File: src/rtl/cc_miss_req_scheduler.sv
// Cache miss request scheduler: turns accepted miss requests into AXI WRAP8
// read bursts, logs each miss address, and monitors R-channel completions.
module cc_miss_req_scheduler #(
    parameter int MAX_OUTST = 4
) (
    input  logic        clk,
    input  logic        rst_n,
    input  logic        miss_req_valid_i,
    input  logic [31:0] miss_req_addr_i,
    output logic        miss_req_ready_o,
    output logic        mem_arvalid_o,
    input  logic        mem_arready_i,
    output logic [31:0] mem_araddr_o,
    output logic [3:0]  mem_arlen_o,
    output logic [2:0]  mem_arsize_o,
    output logic [1:0]  mem_arburst_o,
    input  logic        mem_rvalid_i,
    input  logic        mem_rready_i,
    input  logic        mem_rlast_i,
    input  logic        miss_addr_fifo_full_i,
    output logic        miss_addr_fifo_wren_o,
    output logic [31:0] miss_addr_fifo_wdata_o,
    output logic [2:0]  outst_o,
    output logic        err_o
);

    typedef enum logic {
        IDLE  = 1'b0,
        ISSUE = 1'b1
    } state_t;

    localparam logic [2:0] MAX_CNT = 3'(MAX_OUTST);

    state_t      state_q, state_d;
    logic [31:0] addr_q;
    logic        wren_q;
    logic [2:0]  outst_q;
    logic [2:0]  beat_q;
    logic        err_q;

    logic accept, ar_hs, r_hs, last_hs, dec, err_ev;

    assign accept  = miss_req_valid_i & miss_req_ready_o;
    assign ar_hs   = mem_arvalid_o & mem_arready_i;
    assign r_hs    = mem_rvalid_i & mem_rready_i;
    assign last_hs = r_hs & mem_rlast_i;
    // A completion with nothing outstanding is an error and must not wrap the count.
    assign dec     = last_hs & (outst_q != 3'd0);
    assign err_ev  = (last_hs && beat_q != 3'd7)
                   || (r_hs && !mem_rlast_i && beat_q == 3'd7)
                   || (r_hs && outst_q == 3'd0);

    // NOTE: sequential state uses non-blocking assignments so every register
    // samples pre-edge values, independent of block ordering.
    always_ff @(posedge clk or negedge rst_n) begin
        if (!rst_n) state_q <= IDLE;
        else        state_q <= state_d;
    end

    // NOTE: state_d gets a default before the case so no latch is inferred.
    always_comb begin
        state_d = state_q;
        case (state_q)
            IDLE:    if (accept) state_d = ISSUE;
            ISSUE:   if (ar_hs)  state_d = IDLE;
            default: state_d = IDLE;
        endcase
    end

    // Ready is forced low while reset is held, even though state reads IDLE.
    always_comb begin
        mem_arvalid_o    = (state_q == ISSUE);
        miss_req_ready_o = rst_n && (state_q == IDLE) && (outst_q < MAX_CNT)
                           && !miss_addr_fifo_full_i;
    end

    always_ff @(posedge clk or negedge rst_n) begin
        if (!rst_n) begin
            addr_q <= '0;
            wren_q <= 1'b0;
        end else begin
            wren_q <= accept;
            if (accept) addr_q <= miss_req_addr_i;
        end
    end

    always_ff @(posedge clk or negedge rst_n) begin
        if (!rst_n) begin
            outst_q <= '0;
            beat_q  <= '0;
            err_q   <= 1'b0;
        end else begin
            if (ar_hs && !dec)      outst_q <= outst_q + 3'd1;
            else if (!ar_hs && dec) outst_q <= outst_q - 3'd1;

            if (last_hs)   beat_q <= '0;
            else if (r_hs) beat_q <= beat_q + 3'd1;

            if (err_ev) err_q <= 1'b1;
        end
    end

    assign mem_araddr_o           = {addr_q[31:3], 3'b000};
    assign mem_arlen_o            = 4'd7;
    assign mem_arsize_o           = 3'd3;
    assign mem_arburst_o          = 2'b10;
    assign miss_addr_fifo_wren_o  = wren_q;
    assign miss_addr_fifo_wdata_o = addr_q;
    assign outst_o                = outst_q;
    assign err_o                  = err_q;

endmodule

File: config.mk
export PLATFORM = sky130hd
export DESIGN_NAME = cc_miss_req_scheduler
export DESIGN_NICKNAME = d
export VERILOG_FILES = /design/src/rtl/cc_miss_req_scheduler.sv
export SDC_FILE = /design/constraint.sdc
export NUM_CORES = 1
export LEC_CHECK = 0
export BUFFER_PORTS_ARGS = -buffer_cell sky130_fd_sc_hd__buf_2
export CAP_MARGIN = 20
export CORE_MARGIN = 3
export CORE_UTILIZATION = 31
export CTS_CLUSTER_SIZE = 24
export DETAILED_ROUTE_END_ITERATION = 10
export GPL_TIMING_DRIVEN = 0
export MAX_ROUTING_LAYER = met4
export SLEW_MARGIN = 20
export SYNTH_ARGS = -nofsm -noshare
export SYNTH_HDL_FRONTEND = slang
export SYNTH_SLANG_ARGS = --single-unit
File: constraint.sdc
create_clock -name clk -period 2.55 [get_ports clk]
set_input_delay 0.255 -clock clk [delete_from_list [all_inputs] [get_ports clk]]
set_output_delay 0.255 -clock clk [all_outputs]
set_load 0.02 [all_outputs]
==> impl_metrics.toml, run 1 <==
[detailed_routing]
dr.first_iter.drc_count = 15
drt_pass1_iterations = 4
vias_per_cell = 3.90
routed_wl_um = 3970
drt-met1-wl_um = 1740
drc_errors = 0
top_layer = "met4"
met3_length_um = 271
antenna_left = 0
via_count = 1369
wl_met2_um = 1930
wl_per_cell_um = 11.3

[sta]
slew_headroom_pct = 39.7
setup_ws_ns = 0.470
setup_viol = 0
finalClockSkew_ns = 0.00395
post-route-period-util_pct = 81.6
rsz0062_at_grt = "no"
max_freq_mhz = 481
finalCriticalPeriod_ns = 2.08
hold_slack_ns = 0.0955
timing.final.hold_violations = 0
tightest_slew_ns = 0.904
report.final.slew_viol_count = 0
setup_tns_ns = 0

[cts]
cts_hold_buf = 0
cts_buffers = 5
tritoncts = "done"
clkTransAtPathRegs_ns = 0.07
postCtsSetupRepairBufs = 0
cts_resized = 0
clock_path_buffers = 2
cts-root-buf = "clkbuf_8"
htree_levels = 2
clk_latency_ns = 0.28
clkSinkCount = 41

[logic_synthesis]
ys_seq_area_share_pct = 49.4
synth_ff_type = "dfrtp_1"
ys_types = 24
ys_ff_latch = 41
syn-mean-instance-area_um2 = 13.9
synth_edf_count = 0
ys.warnings.count = 0
async_flop_share_pct = 100
syn-instance-count = 149
syn-cell-area_mm2 = 0.00208

[final_layout]
layout.nets = 317
fin_area_mm2 = 0.00285
antenna_cells = 0
areaGrowthSynthToFinish_pct = 37.1
drive_gt1_share_pct = 71.2

[placement]
place_congestion = 0.661
placed_cell_area_mm2 = 0.00275
place_ws_ns = 0.280
hpwl_um = 3100
place.port_buffers = 107

[die]
core_mm2 = 0.00642
die_x_um = 87.8
rows = 29
start_util_pct = 32.3
dieArea_mm2 = 0.00771
io_pins = 120
fp.dieH_um = 87.8

[critical_path]
cp-start-kind = "register"
worstSetupEndpointType = "register"
worst_ep_arrival_time_ns = 2.29
cp_data_required_time_ns = 2.76
cp_max_fo = 4
r2r_start = "outst_o[0]"
path_class = "register to register"
rr_worst_depth = 8
reg2reg_to = "outst_o[2]"
r2r_setup_slack_ns = 0.47

[global_routing]
grt_overflow = 0
grt_max_degree = 43
grt_pass1_wl_um = 5930
antenna_found_initial = 0
track_usage_pct = 10.3
grt_pass1_vias = 1260

[power]
ir_drop_v = 0.000448
p_per_area_mw_per_mm2 = 1310
power.leakage_nw = 1.64
totalPowerFinal_mw = 3.72

[run_status]
status = "complete, no violations"

[run]
maxCapViolations = 0

[hold_path]
hp-class = "input port to async pin"
-- area by class of cell --
| type | count | area [µm²] |
|---|---|---|
| buffer | 44 | 342 |
| fill | 595 | 3580 |
| tap | 77 | 96.3 |
| timing repair buffer | 107 | 536 |
| clock inverter | 1 | 5.00 |
| multi-input combinational | 71 | 734 |
| clock buffer | 7 | 96.3 |
| sequential | 41 | 1030 |
| inverter | 3 | 11.3 |
-- flip-flops by register name, summed over array words and instances, names as in the netlist --
register                flops
beat_q                      3
mem_arvalid_o               1
outst_o                     3
miss_addr_fifo_wren_o       1
miss_addr_fifo_wdata_o     32
err_o                       1
-- critical path, cell delays in order, from the launching register on --
cell and delay (ns):
dfrtp_1 0.43, or3_1 0.42, nand4_1 0.12, ha_1 0.19, inv_1 0.06, fa_1 0.37, xor2_1 0.15, nor2_1 0.12
xor2_1 0.15
-- how the worst max path moves through the flow --
stage	startpoint	to	slack [ns]
after floorplan	outst_o[0]	outst_o[2]	0.53
after global placement	rst_n	miss_addr_fifo_wdata_o[28]	0.30
after detailed placement	rst_n	miss_addr_fifo_wdata_o[28]	0.28
after CTS	outst_o[2]	outst_o[2]	0.44
after global routing	outst_o[2]	outst_o[2]	0.38
final	outst_o[0]	outst_o[2]	0.47
-- cells by family (layout without fill, tap and decap cells) --
logic type	count (synthesis)	count (layout)	share of synthesized area, %
other	2	12	0.362
AO/OA/AOI/OAI	5	5	1.33
multiplexers	33	33	23.0
flip-flops	41	41	49.4
XOR/XNOR	4	4	1.69
AND/OR/NAND/NOR	13	13	4.46
buffers and inverters	47	162	17.0
adder cells (fa/ha/maj)	4	4	2.77
-- metrics by stage --
stage                     util, %  cells
after floorplan                 -    159
after global placement       42.7    343
after detailed placement     42.7    343
after CTS                    44.3    351
after global routing         44.3    351
final                        44.3    351
-- Yosys cell counts, drive strengths merged, types with 2 or more instances --
cell type | count | share of area, %
inv | 3 | 0.54
conb | 2 | 0.36
buf | 44 | 16
dfrtp | 41 | 49
nand2b | 2 | 0.60
mux2 | 33 | 23
nand2 | 4 | 1.1
xnor2 | 2 | 0.84
o21ai | 3 | 0.72
xor2 | 2 | 0.84
ha | 3 | 1.8
-- metal layers --
metal	GRT usage, %	vias to the layer above
li1	-	686
met1	12.4	621
met2	16.2	57
met3	3.20	5
met4	3.77	0
met5	-	-
-- report_power, final --
part	internal (mW)	switching (mW)
Clock	0.244	0.205
Sequential	0.944	0.235
Combinational	1.03	1.06
-- cells in the final DEF, fill, tap and decap left out, drive strengths merged, types with 2 or more instances in the layout --
cell	n
mux2	33
xnor2	2
buf	151
inv	3
clkbuf	7
xor2	2
nand2	4
dfrtp	41
nand2b	2
ha	3
o21ai	3
conb	12
Note: power is estimated with default switching activity, not from simulation.
==> inputs of run 2 (changes only) <==
==> constraint.sdc (replaced) <==
create_clock -name clk -period 1.9 [get_ports clk]
set_input_delay 0.19 -clock clk [delete_from_list [all_inputs] [get_ports clk]]
set_output_delay 0.19 -clock clk [all_outputs]
set_load 0.02 [all_outputs]
==> impl_metrics.toml, run 2 (synthesis gave the netlist of run 1 again) <==
[run_status]
status = "finished, violations left"
violations = "hold timing, setup timing"

[power]
power.leakage_nw = 1.66
p_per_area_mw_per_mm2 = 1800
p_switching_mw = 2.04
power.share.sequential_pct = 29.6
p_clk_share_pct = 15.6
internal_power_mw = 3.21
totalPowerFinal_mw = 5.26
switching_share_pct = 38.9
ir_drop_v = 0.000621
p_comb_share_pct = 54.8

[critical_path]
crit_chain = "or3_4 -> nand4_1 -> ha_2 -> inv_2 -> fa_2 -> xor2_1 -> nor2_1 -> xor2_1"
worst_path_max_delay_cell = "dfrtp_2"
r2r_setup_slack_ns = -0.03
startpoint = "outst_o[2]"
cp-start-kind = "register"
path_common_cell = "xor2_1"
path_class = "register to register"
cp_max_fo = 2
cp_data_required_time_ns = 2.11
timing.critical_path.slowest_cell_delay_ns = 0.41
r2r_start = "outst_o[2]"
rr_worst_depth = 8
worst_ep_arrival_time_ns = 2.14
reg2reg_to = "outst_o[2]"
worstSetupEndpointType = "register"

[global_routing]
track_usage_pct = 10.5
use_met1_pct = 13.0
grt_pass1_vias = 1262
antenna_found_initial = 0
grt_overflow = 0
grt-busiest-layer = "met2"
use_met2_pct = 16.4
use_met3_pct = 3.20
grt_pass1_wl_um = 6030
grt_max_degree = 43

[placement]
placed_cell_area_mm2 = 0.00275
hpwl_um = 3100
place_congestion = 0.640
place_ws_ns = -0.310
place.port_buffers = 107

[final_layout]
largest_reg_flops = 32
layout_common_cells = "buf_2, buf_4, dfrtp_1, mux2_4, conb_1"
regArea_mm2 = 0.00103
areaGrowthSynthToFinish_pct = 40.5
n_fill_cell = 590
layout.nets = 320
antenna_cells = 0
multiInputGateArea_um2 = 744
fin_area_mm2 = 0.00292
drive_gt1_share_pct = 73.6
final_common_cell = "buf_2"

[sta]
finalCriticalPeriod_ns = 1.93
timing.final.hold_violations = 41
setup_ws_ns = -0.0305
setup_tns_ns = -0.0318
report.final.slew_viol_count = 0
setup_viol = 2
slew_headroom_pct = 61.1
finalClockSkew_ns = 0.00480
tightest_slew_ns = 0.583
max_freq_mhz = 518
post-route-period-util_pct = 102
rsz0062_at_grt = "yes"
hold_slack_ns = -0.0712

[die]
fp.dieH_um = 87.8
start_util_pct = 32.3
rows = 29
core_mm2 = 0.00642
dieArea_mm2 = 0.00771
io_pins = 120
die_x_um = 87.8

[detailed_routing]
antenna_left = 0
via_count = 1407
routed_wl_um = 4100
drc_errors = 0
drt_pass1_iterations = 3
wl_per_cell_um = 11.6
vias_per_cell = 3.97
dr.first_iter.drc_count = 26

[cts]
cts-root-buf = "clkbuf_8"
clk_latency_ns = 0.28
cts_hold_buf = 0
tritoncts = "done"
clock_path_buffers = 2
clkSinkCount = 41
clkTransAtPathRegs_ns = 0.08
cts_buffers = 5
htree_levels = 2

[run]
maxCapViolations = 0

[hold_path]
hp-class = "input port to async pin"
-- run 2: changes by cell type in the layout (fill, tap and decap cells not counted), moves of 2 or more --
| cell | before | now |
|---|---|---|
| dfrtp_2 | 0 | 2 |
| buf_4 | 41 | 44 |
| bufinv_16 | 0 | 2 |
| dfrtp_1 | 41 | 39 |
| clkbuf_8 | 7 | 5 |
-- run 2: critical path: cells and delay by family (launching register included) --
| family | cells | cell delay, ns |
|---|---|---|
| adders and majority gates | 2 | 0.51 |
| buffers and inverters | 1 | 0.04 |
| and+or+nand+nor | 3 | 0.61 |
| xor gates and xnor gates | 2 | 0.29 |
| DFF | 1 | 0.41 |
-- run 2: layout make-up --
type,count,share of cell area (%)
timing repair buffer,110,19.2
inverter,3,0.386
tap,77,3.30
clock buffer,5,2.36
clock inverter,3,2.23
sequential,41,35.3
buffer,44,11.7
multi-input combinational,71,25.5
-- run 2: routing by layer --
| layer | vias to the layer above | wire length [µm] |
|---|---|---|
| met5 | - | 0 |
| met4 | 0 | 21 |
| met3 | 2 | 302 |
| li1 | 692 | - |
| met2 | 62 | 2030 |
| met1 | 651 | 1740 |
-- run 2: stage by stage --
step,hold WS [ns],std cells,util [%]
after floorplan,-0.106,159,-
after global placement,0.384,343,42.9
final,-0.0712,354,45.4
after global routing,-0.0311,354,45.4
after detailed placement,0.400,343,42.9
after CTS,0.0839,354,45.4
-- run 2: worst max path at each step --
stage,end,cells after the start
final,outst_o[2],8
after detailed placement,miss_addr_fifo_wdata_o[1],5
after CTS,outst_o[2],8
after floorplan,outst_o[2],8
after global routing,outst_o[2],8
after global placement,miss_addr_fifo_wdata_o[28],5
-- run 2: power by group through the flow --
stage	Combinational [mW]	Clock [mW]	Sequential [mW]
after floorplan	1.54	0	2.05
after detailed placement	2.84	0	1.61
after CTS	2.92	0.853	1.57
after global routing	3.08	0.893	1.62
after global placement	2.82	0	1.59
final	2.88	0.822	1.56
-- run 2: repair_timing --
item / CTS / global route
pin swaps: 4 / 3
setup endpoints to repair: 2 / 31
endpoints found under the hold margin: 0 / 41
gates resized for setup: 1 / 1
buffers inserted: 3 / 0
==> inputs of run 3 (changes only) <==
--- a/config.mk
+++ b/config.mk
@@ -7,6 +7,7 @@
 export LEC_CHECK = 0
 export BUFFER_PORTS_ARGS = -buffer_cell sky130_fd_sc_hd__buf_2
 export CAP_MARGIN = 20
+export CORE_ASPECT_RATIO = 0.9
 export CORE_MARGIN = 3
 export CORE_UTILIZATION = 31
 export CTS_CLUSTER_SIZE = 24
==> impl_metrics.toml, run 3 (synthesis gave the netlist of run 1 again) <==
[cts]
cts-root-buf = "clkbuf_8"
htree_levels = 2
clk_latency_ns = 0.28
clock_path_buffers = 2
clkSinkCount = 41
cts_hold_buf = 0
clkTransAtPathRegs_ns = 0.08
tritoncts = "done"
cts_buffers = 5

[placement]
hpwl_um = 3140
placed_cell_area_mm2 = 0.00277
place_congestion = 0.648
dp_cells = 353
place_ws_ns = -0.323
place.port_buffers = 107

[hold_path]
hp-class = "input port to async pin"

[power]
ir_drop_v = 0.000646
p_per_area_mw_per_mm2 = 1770
totalPowerFinal_mw = 5.17
power.leakage_nw = 1.65

[global_routing]
antenna_found_initial = 0
grt_max_degree = 43
track_usage_pct = 11.1
grt_overflow = 0
grt_pass1_vias = 1350
grt_pass1_wl_um = 6670

[sta]
setup_ws_ns = -0.00853
finalClockSkew_ns = 0.00519
max_freq_mhz = 524
post-route-period-util_pct = 100
rsz0062_at_grt = "yes"
setup_tns_ns = -0.00853
report.final.slew_viol_count = 0
hold_slack_ns = -0.0826
slew_headroom_pct = 61.9
setup_viol = 1
finalCriticalPeriod_ns = 1.91
tightest_slew_ns = 0.572
timing.final.hold_violations = 41

[final_layout]
drive_gt1_share_pct = 73.6
antenna_cells = 0
finish.utilization_pct = 46.1
largest_reg_flops = 32
final_common_cell = "buf_2"
areaGrowthSynthToFinish_pct = 40.4
fin_area_mm2 = 0.00292
layout.nets = 320
layout.cells.non_filler = 364
layout_common_cells = "buf_2, buf_4, dfrtp_1, mux2_4, conb_1"

[critical_path]
worst_path_max_delay_cell = "dfrtp_2"
cp_data_required_time_ns = 2.11
path_common_cell = "xor2_1"
worstSetupEndpointType = "register"
path_class = "register to register"
cp_max_fo = 2
crit_chain = "or3_4 -> nand4_1 -> ha_2 -> inv_2 -> fa_2 -> xor2_1 -> nor2_1 -> xor2_1"
timing.critical_path.slowest_cell_delay_ns = 0.41
cp-start-kind = "register"
worst_ep_arrival_time_ns = 2.12

[detailed_routing]
drc_errors = 0
via_count = 1383
antenna_left = 0
vias_per_cell = 3.80
drt_pass1_iterations = 3
wl_per_cell_um = 11.4
dr.first_iter.drc_count = 20
routed_wl_um = 4140

[die]
core_mm2 = 0.00632
fp.dieH_um = 83.6
io_pins = 120
rows = 27
die_x_um = 92.3
start_util_pct = 32.9
dieArea_mm2 = 0.00772

[run]
maxCapViolations = 0

[run_status]
status = "finished, violations left"
violations = "hold timing, setup timing"
-- run 3: cell count changes in the layout (fill, tap and decap cells not counted) --
cell	previous run	this run
bufinv_16	2	1
clkbuf_8	5	6
clkinvlp_4	0	1
clkinv_2	1	0
-- run 3: what timing repair did --
item / 4_1_cts / 5_1_grt
buffers inserted: 3 / 0
endpoints found under the hold margin: 0 / 41
setup endpoints to repair: 2 / 31
gates resized for setup: 1 / 1
pin swaps: 3 / 0
-- run 3: layer usage --
metal  global-route usage [%]  up-vias  share of wire (%)
met5                        -        -                  0
met4                     2.83        0               0.24
met2                     18.7       63                 50
li1                         -      690                  -
met3                     3.52        2                9.1
met1                     12.8      628                 41
-- run 3: cell type report --
cell class,instances,area (µm²)
Fill cell,609,3400
Buffer,44,342
Multi-Input combinational cell,71,744
Clock buffer,6,82.6
Clock inverter,2,37.5
Sequential cell,41,1030
Timing Repair Buffer,110,561
Tap cell,87,109
Inverter,3,11.3
-- run 3: critical path: cells and delay by family (launching register included) --
kind | cells | cell delay [ns]
xor gates and xnor gates | 2 | 0.29
adders and majority gates | 2 | 0.51
buffers and inverters | 1 | 0.04
DFF | 1 | 0.41
and+or+nand+nor | 3 | 0.59
-- run 3: power breakdown --
group	switching, mW	internal (mW)	leakage [nW]
logic	1.46	1.42	1.10
clock network	0.297	0.427	0.0574
registers	0.290	1.27	0.492
-- run 3: final timing paths --
path	start	to	slack, ns	cells past startpoint
worst max register to register	outst_o[2]	outst_o[2]	-0.009	8
min in group clk	mem_arready_i	mem_arvalid_o	0.10	2
worst max-delay path	outst_o[2]	outst_o[2]	-0.009	8
worst min register to register	err_o	err_o	0.47	1
max in group asynchronous	rst_n	outst_o[0]	1.55	1
worst min-delay path	rst_n	miss_addr_fifo_wdata_o[24]	-0.08	1
